$ cat src/rtl/types_pkg.sv
// Shared link-layer types: flit layout, checksum helper and receive FSM states.
package types;

    typedef enum logic [1:0] {
        HEAD = 2'd0,
        BODY = 2'd1,
        TAIL = 2'd2
    } flittype_t;

    typedef logic [3:0] node_id_t;
    typedef logic [7:0] checksum_t;

    typedef struct packed {
        flittype_t  flit_type;
        logic       is_ack;
        logic       rsvd;
        node_id_t   src_id;
        node_id_t   dst_id;
        logic [3:0] seq;
    } header_t;

    typedef struct packed {
        header_t     header;
        logic [31:0] payload;
        checksum_t   checksum;
    } flit_t;

    typedef enum logic [1:0] {
        IDLE,
        RECV,
        DISCARD
    } rx_state_t;

    // Byte-wise XOR over header and payload.
    function automatic checksum_t calc_checksum(input header_t h, input logic [31:0] p);
        logic [47:0] d;
        checksum_t   c;
        d = {h, p};
        c = '0;
        for (int i = 0; i < 6; i++) begin
            c = c ^ d[i*8 +: 8];
        end
        return c;
    endfunction

endpackage

$ cat src/rtl/flit_fifo.sv
// Synchronous flit FIFO with valid/ready on both sides.
module flit_fifo
    import types::*;
#(
    parameter int DEPTH = 4,
    localparam int AW = $clog2(DEPTH)
) (
    input  logic        clk,
    input  logic        rst,
    input  flit_t       wr_flit,
    input  logic        wr_valid,
    output logic        wr_ready,
    output flit_t       rd_flit,
    output logic        rd_valid,
    input  logic        rd_ready,
    output logic [AW:0] count
);

    typedef logic [AW:0] cnt_t;
    localparam cnt_t FULL = cnt_t'(DEPTH);

    flit_t          mem [DEPTH];
    logic [AW-1:0]  wptr;
    logic [AW-1:0]  rptr;
    logic           push;
    logic           pop;

    // A pop frees the slot in the same cycle, so a full FIFO can still push.
    assign wr_ready = (count != FULL) || rd_ready;
    assign rd_valid = (count != '0);
    assign rd_flit  = mem[rptr];
    assign push     = wr_valid && wr_ready;
    assign pop      = rd_valid && rd_ready;

    always_ff @(posedge clk) begin
        if (rst) begin
            wptr  <= '0;
            rptr  <= '0;
            count <= '0;
        end else begin
            if (push) wptr <= wptr + 1'b1;
            if (pop)  rptr <= rptr + 1'b1;
            case ({push, pop})
                2'b10:   count <= count + 1'b1;
                2'b01:   count <= count - 1'b1;
                default: count <= count;
            endcase
        end
    end

    always_ff @(posedge clk) begin
        if (push) mem[wptr] <= wr_flit;
    end

endmodule

$ cat config.mk
export PLATFORM = sky130hd
export DESIGN_NAME = flit_fifo
export DESIGN_NICKNAME = d
export VERILOG_FILES = /design/src/rtl/types_pkg.sv /design/src/rtl/flit_fifo.sv
export SDC_FILE = /design/constraint.sdc
export NUM_CORES = 1
export LEC_CHECK = 0
export CAP_MARGIN = 20
export CORE_MARGIN = 2
export CORE_UTILIZATION = 23
export CTS_BUF_LIST = sky130_fd_sc_hd__clkbuf_8
export CTS_CLUSTER_DIAMETER = 30
export CTS_CLUSTER_SIZE = 8
export DETAILED_ROUTE_END_ITERATION = 8
export HOLD_SLACK_MARGIN = 0.08
export PLACE_DENSITY_LB_ADDON = 0.08
export SYNTH_ARGS = -nofsm -noshare
export SYNTH_HDL_FRONTEND = slang
export SYNTH_SLANG_ARGS = --single-unit
$ cat constraint.sdc
create_clock -name clk -period 2.95 [get_ports clk]
set_input_delay 0.7375 -clock clk [delete_from_list [all_inputs] [get_ports clk]]
set_output_delay 0.7375 -clock clk [all_outputs]
set_load 0.03 [all_outputs]
======== Yosys cells after proc, flatten, opt, wreduce, memory -nomap -nowiden ========
Memory sizes are Yosys's and may differ from the RTL's. A register that Yosys moved wholly into a read port is not among the register bits.
Cells that the tools add are included.
storage, ports and cells
  register bits after elaboration ......... 7
  RAM bits ................................ 224
  bits of input ports ..................... 60
  output and inout port bits .............. 61
  logic and storage cells ................. 21
  memories ................................ 1
memories
  name  words  width  read ports  clocked after memory_dff  write ports  line             source
  mem   4      56     1           1                         1            flit_fifo.sv:22  flit_t mem [DEPTH];
cells by class
  $add $sub $neg .......................... 4
  eq/ne operators ......................... 3
  muxes and demuxes ....................... 5
  reductions and logical operators ........ 5
operators with widths
  cell                 number
  $pmux 3 s2           1
  $add 2x1->2 const B  2
  $mux 2               2
  $add 3x1->3 const B  1
  $ne 3x3->1 const B   1
  $reduce_bool 3->1    1
  $sub 3x1->3 const B  1
  $eq 2x1->1 const B   1
  $eq 2x2->1 const B   1
  $logic_and 1x1->1    2
  $mux 1               2
  $reduce_bool 2->1    1
  $logic_or 1x1->1     1

======== Logic depth before layout (Yosys ltp) ========
  word-level depth ........................ 5
  mapped depth ............................ 10
  depth with buffers taken out ............ 9

======== Worst setup path before layout ========
No wires, ideal clock.
  kind .................................... input port to flip-flop
  start ................................... in rd_ready
  end ..................................... mem mem[0][0] (netlist name), enable pin
  library setup time ...................... 0.420 ns
  arrival ................................. 2.469 ns
  data required time ...................... 2.530 ns
  setup slack ............................. 0.061 ns
  stages on the path ...................... 3
  buffers on the path ..................... 1
  cell sequence ........................... or4b_1 buf_2 and3_1
on the way
  cells in the longest elaborated chain, start to end .. 4
ends and longest elaborated chain
  element                       line             source
  start: declaration            flit_fifo.sv:15  input logic rd_ready,
  $logic_or 1x1->1              flit_fifo.sv:29  assign wr_ready = (count != FULL) || rd_ready;
  net wr_ready                  flit_fifo.sv:12  output logic wr_ready,
  $logic_and 1x1->1             flit_fifo.sv:32  assign push = wr_valid && wr_ready;
  $mux 1                        flit_fifo.sv:52  if (push) mem[wptr] <= wr_flit;
  $mux 1 (implied by the code)  flit_fifo.sv:52
  end: declaration              flit_fifo.sv:22
The timed path passes the listed nets, and every way through them passes these cells.

======== Final worst setup path ========
  start ................................... in rd_ready
  end ..................................... out wr_ready
on the way
  cells in the longest elaborated chain, start to end .. 1
ends and longest elaborated chain
  element           line
  $logic_or 1x1->1  flit_fifo.sv:29
  end: declaration  flit_fifo.sv:12
No other way between the ends.

==> reports/metrics.yaml <==
setup_path:
  max_stage_delay_ps: 490
  path_cells: "clkdlybuf4s50_1 > or4b_1 > buf_4 > dlygate4sd2_1"
  crit_type: "primary input to output pin"
  r2r_cells: 9
  crit_family: "buffers and inverters"
  worstPathRequired_ps: 2210
  r2r_end: "count[2]"
  crit_arrival_ps: 2140
  worstSetupStartpointType: "primary input"
  r2r-start: "count[0]"
  crit_path_max_fanout: 2
  critPathSlowestCell: "or4b_1"
  endpoint_kind: "output pin"
  path_buf_inv: 3
  r2r_slack_ps: 480
status:
  status: "complete, no violations"
power:
  irDropWorstVdd_v: 0.0003416
  power.density_mw_per_mm2: 905.3
  leakage_nw: 3.862
placed_design:
  dp_hpwl_mm: 11.94
  place_area_mm2: 0.01056
  io_buffers: 120
  dp_cells: 937
  gp_congestion: 0.6946
cells_and_area:
  finalNetCount: 593
  stdcell_count: 1040
  drive_above_1_share_pct: 34.15
  fillers: 3490
  syn_to_final_growth_pct: 38.05
  fin_area_mm2: 0.01177
logic_synthesis:
  synth_top_area_share_pct: 78.90
  synth_nets: 410
  syn_area_mm2: 0.008526
  syn_inst: 344
  ys_ff_latch: 233
  ys.flop_type: "edfxtp_1"
  synthTopCellsByArea: "edfxtp_1 (79%), mux4_2 (15%), dfxtp_1 (2.1%), ha_1 (0.73%), buf_2 (0.41%)"
  synth_warnings: 0
  synth-edff-count: 224
  synth.avg_cell_area_um2: 24.78
  synth_common_cells: "edfxtp_1 (224), mux4_2 (56), dfxtp_1 (9)"
  ys_async_sr_fraction_pct: 0
  yosysTopAreaCell: "edfxtp_1"
  yosysMostFrequentCell: "edfxtp_1"
  synth_cell_types: 26
  ys_seq_area_share_pct: 81.01
die:
  rows: 70
  dieArea_mm2: 0.03862
  initial_core_util_pct: 23.34
  io_pins: 121
  die-width_um: 196.5
  core_area_mm2: 0.03652
  die_y_um: 196.5
timing:
  maxSlewViolCount: 0
  post-route-min-period_ps: 2881
  fin_tns_setup_ps: 0
  period_share_pct: 97.66
  worst_pin_slew_ps: 403.3
  hold_ws_ps: 528.8
  grt_setup_unrepaired: "yes"
  finalHoldViolations: 0
  slew_headroom_pct: 72.77
  finalClockSkew_ps: 21.30
  finalSetupViolCount: 0
  fmax_mhz: 347.1
clocking:
  cts_tree: "done"
  post_cts_buffers: 0
  clock_latency_ps: 570
  clock-sinks: 233
  h-tree-depth: 2
  path_clk_slew_ps: 50
  clk_path_buf_depth: 3
  clockRootBuffer: "clkbuf_8"
  cts_buffers: 56
  hold_buffers: 0
drt:
  detail-route-antenna-nets: 0
  totalWireLength_mm: 20.09
  post_drt_wl_per_cell_um: 19.32
  drt_first_pass_iters: 4
  vias_per_cell: 4.038
  drtIter0Drc: 169
  vias: 4200
  drc: 0
global_route:
  grt_max_degree: 36
  grt_pass1_vias: 4820
  antenna_found_initial: 1
  grtUsageTotal_pct: 10.62
  overflow: 0
  grt_pass1_wl_mm: 29.93
min_path:
  holdPathStages: 2
  min_path_type: "flop to flop"
  min-delay-start: "rptr[1]"
  holdPathEnd: "rptr[1]"
job:
  maxCapViolCount: 0
## per-stage QoR
step           worst slack (ps)  total power [W]  util, %
2_1_floorplan             60.53         0.005551        -
3_3_place_gp             -170.1         0.006671    28.92
3_5_place_dp             -220.1         0.006681    28.92
4_1_cts                  -36.86          0.01092    32.37
5_1_grt                  -45.98          0.01116    32.22
6_report                  69.17          0.01065    32.23
## routing by layer
| layer | track usage, % | up-vias | wire length [um] |
|---|---|---|---|
| li1 | - | 1850 | - |
| met1 | 12.90 | 2179 | 8529 |
| met2 | 17.38 | 129 | 9812 |
| met3 | 3.542 | 42 | 1293 |
| met4 | 4.405 | 0 | 456 |
| met5 | 0 | - | 0 |
## state kept, by name, summed over array words and instances (netlist names), named ones only
signal  count
rptr        2
mem       224
wptr        2
count       3
## worst reg2reg max path, stage by stage, from the launching register on
cell and delay [ps]:
dfxtp_1 370, or4b_1 560, and2_4 180, inv_1 50, ha_1 170, inv_1 60, fa_1 370, xor2_1 160
or3_1 310, a21oi_1 140
## where the power goes
group	switching, W	internal, W	total, W
sequential	0.0000867	0.00389	0.00398
combinational	0.00138	0.000995	0.00237
clock	0.00153	0.00278	0.00431
total	0.00299	0.00766	0.0107
## cells in the final DEF, fill, tap and decap left out, types with 2 or more instances in the layout
| master | synthesis | final |
|---|---|---|
| edfxtp_1 | 224 | 224 |
| buf_12 | 0 | 11 |
| inv_1 | 6 | 12 |
| bufinv_16 | 0 | 11 |
| clkinv_1 | 0 | 9 |
| or3_1 | 2 | 2 |
| buf_4 | 1 | 9 |
| nor2_1 | 7 | 7 |
| dlygate4sd2_1 | 0 | 32 |
| clkinv_4 | 0 | 2 |
| clkdlybuf4s50_1 | 0 | 63 |
| dfxtp_4 | 0 | 2 |
| clkbuf_2 | 0 | 14 |
| a21oi_1 | 2 | 2 |
| xor2_1 | 3 | 3 |
| and3_4 | 0 | 4 |
| clkinv_2 | 0 | 8 |
| clkinvlp_4 | 0 | 9 |
| mux4_2 | 56 | 56 |
| dfxtp_1 | 9 | 7 |
| ha_1 | 5 | 5 |
| clkbuf_8 | 0 | 57 |
| clkdlybuf4s15_2 | 0 | 9 |
## area by class of cell
cell class,instances,area (um^2),area share (%)
sequential,233,6914,58.74
multi-input combinational,91,1551,13.18
timing repair buffer,139,1398,11.87
clock buffer,57,784.5,6.665
tap,468,585.6,4.975
clock inverter,45,511.7,4.348
inverter,6,22.52,0.1913
antenna,1,2.502,0.02126
## how the worst max path moves through the flow
| stage | start | endpoint | cells after the start |
|---|---|---|---|
| after floorplan | rd_ready | mem[0][0] | 3 |
| after global placement | rd_ready | wr_ready | 4 |
| after detailed placement | rd_ready | count[2] | 10 |
| after CTS | flop | rd_flit[43] | 3 |
| after global routing | flop | rd_flit[36] | 3 |
| final | rd_ready | wr_ready | 4 |
## timing repair
action / 4_1_cts / 5_1_grt
cloned: 0 / 0
resized for setup: 75 / 27
setup endpoints to repair: 55 / 28
## cells by family (layout without fill, tap and decap cells)
| family | count (synthesis) | in the layout | synth area share [%] |
|---|---|---|---|
| buf+inv | 20 | 247 | 1.027 |
| fa+ha+maj | 6 | 6 | 0.9686 |
| mux | 56 | 56 | 14.79 |
| xor+xnor | 4 | 4 | 0.4110 |
| other cells | 0 | 1 | 0 |
| flops | 233 | 233 | 81.01 |
| simple gates | 18 | 18 | 1.203 |
| compound gates | 7 | 7 | 0.5869 |
No activity file was read; power rests on OpenSTA's default activity.
==> edit 1 (config.mk and constraints unchanged) <==
Put one more register stage on the output `count`, cleared by the reset. The value now appears one clock later. The other outputs are not delayed to match.
--- a/src/rtl/flit_fifo.sv
+++ b/src/rtl/flit_fifo.sv
@@ -20,4 +20,6 @@
     localparam cnt_t FULL = cnt_t'(DEPTH);
 
+    logic [AW:0] count_s0;
+
     flit_t          mem [DEPTH];
     logic [AW-1:0]  wptr;
@@ -27,6 +29,6 @@
 
     // A pop frees the slot in the same cycle, so a full FIFO can still push.
-    assign wr_ready = (count != FULL) || rd_ready;
-    assign rd_valid = (count != '0);
+    assign wr_ready = (count_s0 != FULL) || rd_ready;
+    assign rd_valid = (count_s0 != '0);
     assign rd_flit  = mem[rptr];
     assign push     = wr_valid && wr_ready;
@@ -37,12 +39,12 @@
             wptr  <= '0;
             rptr  <= '0;
-            count <= '0;
+            count_s0 <= '0;
         end else begin
             if (push) wptr <= wptr + 1'b1;
             if (pop)  rptr <= rptr + 1'b1;
             case ({push, pop})
-                2'b10:   count <= count + 1'b1;
-                2'b01:   count <= count - 1'b1;
-                default: count <= count;
+                2'b10:   count_s0 <= count_s0 + 1'b1;
+                2'b01:   count_s0 <= count_s0 - 1'b1;
+                default: count_s0 <= count_s0;
             endcase
         end
@@ -53,4 +55,12 @@
     end
 
+    always_ff @(posedge clk) begin
+        if (rst) begin
+            count <= '0;
+        end else begin
+            count <= count_s0;
+        end
+    end
+
 endmodule
 
Check against the original RTL: not equivalent (Yosys sat finds a counterexample within 4 cycles, from zero or initial values and one cycle with rst high).
==> edit 1 against the original RTL <==
Sequential cell count up 3; largest power group unchanged; routed wire length up 0.59%; design area increased by 1.8%; sequential share of layout area is 0.51 points lower; setup slack better by 0.0098 ns; area after synthesis increased by 0.87%; via count increased by 2.8%; power grew 6.0%.
==> edit 1: results (changes against the original RTL) <==
number of global-route vias before repair=4873 (+1.1%); kind of path behind the tightest hold check=reg -> reg; Yosys warning count=0 (unchanged); post-synthesis sequential area ratio=0.810 (about the same); quantity of I/O buffers inserted on ports=120 (unchanged); NumNets Final=617 (+4.0%); ant diodes=0 (-1); clock input transition at the sequential cells of the worst setup and hold paths=about 0.040 ns; drt via density=4.03 (-0.31%); Pre-antenna DRT Iters=4 (unchanged); post-synthesis share of cell area spent on xor and xnor gates=0.00407 (-0.0000353); adder-cell share of the synthesized area=0.00960 (-0.0000831); proportion of synthesized area in mux cells=0.147 (-0.00127); Compound-Gate Fraction of Synth Area=0.00524 (-0.000632); maximum vdd ir drop=0.444 mV (+30%); overall global routing resource usage=0.106 (-0.000322); top post-synthesis cells by count=sky130_fd_sc_hd__edfxtp_1 (224), sky130_fd_sc_hd__mux4_2 (56), sky130_fd_sc_hd__dfxtp_1 (12), sky130_fd_sc_hd__nor2_1 (9), sky130_fd_sc_hd__buf_2 (7); Max-Slew Margin vs Limit=0.676 (-0.0520); Clock Skew=0.0195 ns (-0.00176 ns); number of clock buffers inserted by TritonCTS=68 (+21%); first-iteration detailed-routing DRC count=109 (-36%); count of fill cells added during filler insertion=3569 (+2.3%); H-tree depth reported by CTS=3 (+1); maximum number of buffers from clock root to sink=3 (unchanged); WP data arrival=between 2 and 2.5 ns; Detailed Route WL=20200 um (+0.59%); number of unique standard cell types used by synthesis=29 (+12%); DP Wirelength=11200 um (-6.4%); net count after synthesis=416 (+1.5%); first-pass GRT wire length=29400 um (-1.8%); Max FO, Critical Path=12 (+10); pin count of the biggest net entering global routing=33 (-8.3%); result of the run=finished clean; static leakage=4.05 nW (+4.8%); number of antenna violations at the first check in global routing=3 (+2); Top Registers=mem x224, count x3, count_s0 x3; fraction of layout instances using a drive strength above 1=0.376 (+0.0343); post-placement setup slack=-0.231 ns (-0.0109 ns); final estimated routing congestion in global placement=0.666 (-4.1%); most area-consuming cells after synthesis=sky130_fd_sc_hd__edfxtp_1 (78%), sky130_fd_sc_hd__mux4_2 (15%), sky130_fd_sc_hd__dfxtp_1 (2.8%), sky130_fd_sc_hd__ha_1 (0.73%), sky130_fd_sc_hd__buf_2 (0.41%)
==> edit 1: cell type report <==
class,count,area share
clock buffer,74,0.0850
sequential,236,0.582
tap,468,0.0489
multi-input combinational,94,0.131
timing repair buffer,145,0.120
clock inverter,49,0.0308
inverter,6,0.00188
==> edit 1: repair_timing <==
item / CTS / global route
pin swaps: 0 / 0
resized for setup: 106 / 44
setup endpoints to repair: 55 / 31
hold buffers: 0 / 0
buffers inserted: 0 / 7
gates cloned: 1 / 1
==> edit 1: metal layers <==
layer | share of wire | up-vias | GRT usage
met2 | 0.49 | 131 | 0.173
met1 | 0.41 | 2234 | 0.117
met5 | 0.00064 | - | 0
met3 | 0.072 | 37 | 0.0454
li1 | - | 1912 | -
met4 | 0.025 | 2 | 0.0571
==> edit 1: metrics by stage <==
step	setup TNS (ns)	hold slack (ns)	cells	area (um2)
2_1_floorplan	0	0.485	350	8600
3_3_place_gp	-0.218	0.514	940	10600
3_5_place_dp	-0.231	0.516	940	10600
4_1_cts	-2.09	0.540	1064	12000
5_1_grt	-0.147	0.557	1072	12000
6_report	0	0.526	1072	12000
==> edit 1: worst max-delay path, cell delays in order, from the launching register on <==
cell,delay (ns)
sky130_fd_sc_hd__dfxtp_4,0.45
sky130_fd_sc_hd__buf_16,0.20
sky130_fd_sc_hd__mux4_2,0.51
sky130_fd_sc_hd__dlygate4sd2_1,0.39
==> edit 1: final timing paths <==
kind / to / cells past startpoint / slack, ns / start
min reg2reg: rptr[1]$_SDFFE_PP0P_ / 2 / 0.53 / rptr[1]$_SDFFE_PP0P_
min: rptr[1]$_SDFFE_PP0P_ / 2 / 0.53 / rptr[1]$_SDFFE_PP0P_
max: rd_flit[20] / 3 / 0.08 / register
max reg2reg: count_s0[2]$_SDFFE_PP0P_ / 9 / 0.56 / count_s0[1]$_SDFFE_PP0P_
==> edit 1: cells by family (layout without fill, tap and decap cells) <==
| logic type | after synthesis | count (layout) |
|---|---|---|
| AOI/OAI and AO/OA | 6 | 6 |
| xor gates and xnor gates | 4 | 4 |
| adders and majority gates | 6 | 6 |
| buffers and inverters | 20 | 274 |
| DFF | 236 | 236 |
| muxes | 56 | 56 |
| and+or+nand+nor | 22 | 22 |
==> edit 1: report_power, final <==
group | internal, W | switching, W
logic | 0.00127 | 0.00158
clock network | 0.00281 | 0.00158
registers | 0.00396 | 0.000103
==> edit 2 (same settings) <==
Made on the original files. `DEPTH`: 4 -> 2.
--- a/src/rtl/flit_fifo.sv
+++ b/src/rtl/flit_fifo.sv
@@ -3,5 +3,5 @@
     import types::*;
 #(
-    parameter int DEPTH = 4,
+    parameter int DEPTH = 2,
     localparam int AW = $clog2(DEPTH)
 ) (
Ports: changed (resized count); port bits go from 121 to 120. No check against the original RTL was run, so the function may have changed too.
==> edit 2 against the original RTL <==
Critical path type unchanged; global-route usage decreased by 1.1 points; critical path depth is 1 lower; highest routed layer unchanged; sequential power shrank 47%; design area is 47% lower; sequential cell count fell by 116; routed wire length fell by 56%; setup slack worse by 0.039 ns; power fell by 49%; area after synthesis is 50% lower; via count is 47% lower; maximum frequency fell by 1.3%.
==> edit 2: results (changes against the original RTL) <==
result of the run=finished clean; total standard cell area after synthesis=0.00427 mm2 (-50%); NumNets Final=399 (-33%); placed cell count=545 (-42%); H-tree depth reported by CTS=4 (+2); number of global-route vias before repair=2458 (-49%); number of antenna violations at the first check in global routing=0 (-1); post-synthesis sequential area ratio=0.811 (about the same); largest stage delay on the critical path=0.61 ns (+0.12 ns); flops & latches, synth=117 (-50%); routed wire length per instance=15.2 um (-21%); fraction of layout instances using a drive strength above 1=0.209 (-0.133); count of multi-input gates=75 (-18%); pin count of the biggest net entering global routing=34 (-5.6%); cells resized by post-CTS repair=0 (-100%); fraction of cell area in non-clock buffers=0.207 (+0.0883); transition time at the pin with the least slew margin=0.888 ns (+0.484 ns); Top Registers=mem x112, count x2; final std cell area, no fill=0.00622 mm2 (-47%); maximum number of buffers from clock root to sink=2 (-1); Post-Place Cell Area=0.00580 mm2 (-45%); Layout clock buffers=17 (-70%); net count after synthesis=259 (-37%); worst hold slack=0.528 ns (-0.000557 ns); WP data arrival=2.18 ns (+0.04 ns); first-iteration detailed-routing DRC count=102 (-40%); number of unique standard cell types used by synthesis=20 (-23%); proportion of synthesized area in mux cells=0.151 (+0.00317)
-- edit 2: layer usage --
layer  wire, um  vias up  GRT usage
met3        499        9     0.0441
met4        132        0     0.0431
met2       4310       76      0.150
met5          0        -          0
met1       3850     1093      0.110
li1           -     1058          -
-- edit 2: worst register-to-register path, delay by kind of cell (launching register included) --
family,cells,cell delay (ns)
and+or+nand+nor,3,0.93
DFF,1,0.45
buffers and inverters,1,0.33
-- edit 2: repair_timing --
action,in CTS,in global routing
buffers inserted,3,0
setup endpoints to repair,24,0
endpoints found under the hold margin,0,0
-- edit 2: how the worst max path moves through the flow --
stage,to,slack [ns],cells after the start
after floorplan,mem[0][0]$_DFFE_PP_,0.08,3
after global placement,wr_ready,0.05,3
after detailed placement,wr_ready,0.04,3
after CTS,wr_ready,0.03,3
after global routing,wr_ready,0.02,3
final,wr_ready,0.03,3
-- edit 2: power breakdown --
group          internal [W]  switching (W)
combinational      0.000824       0.000971
sequential          0.00204      0.0000734
clock              0.000896       0.000613
total               0.00376        0.00166
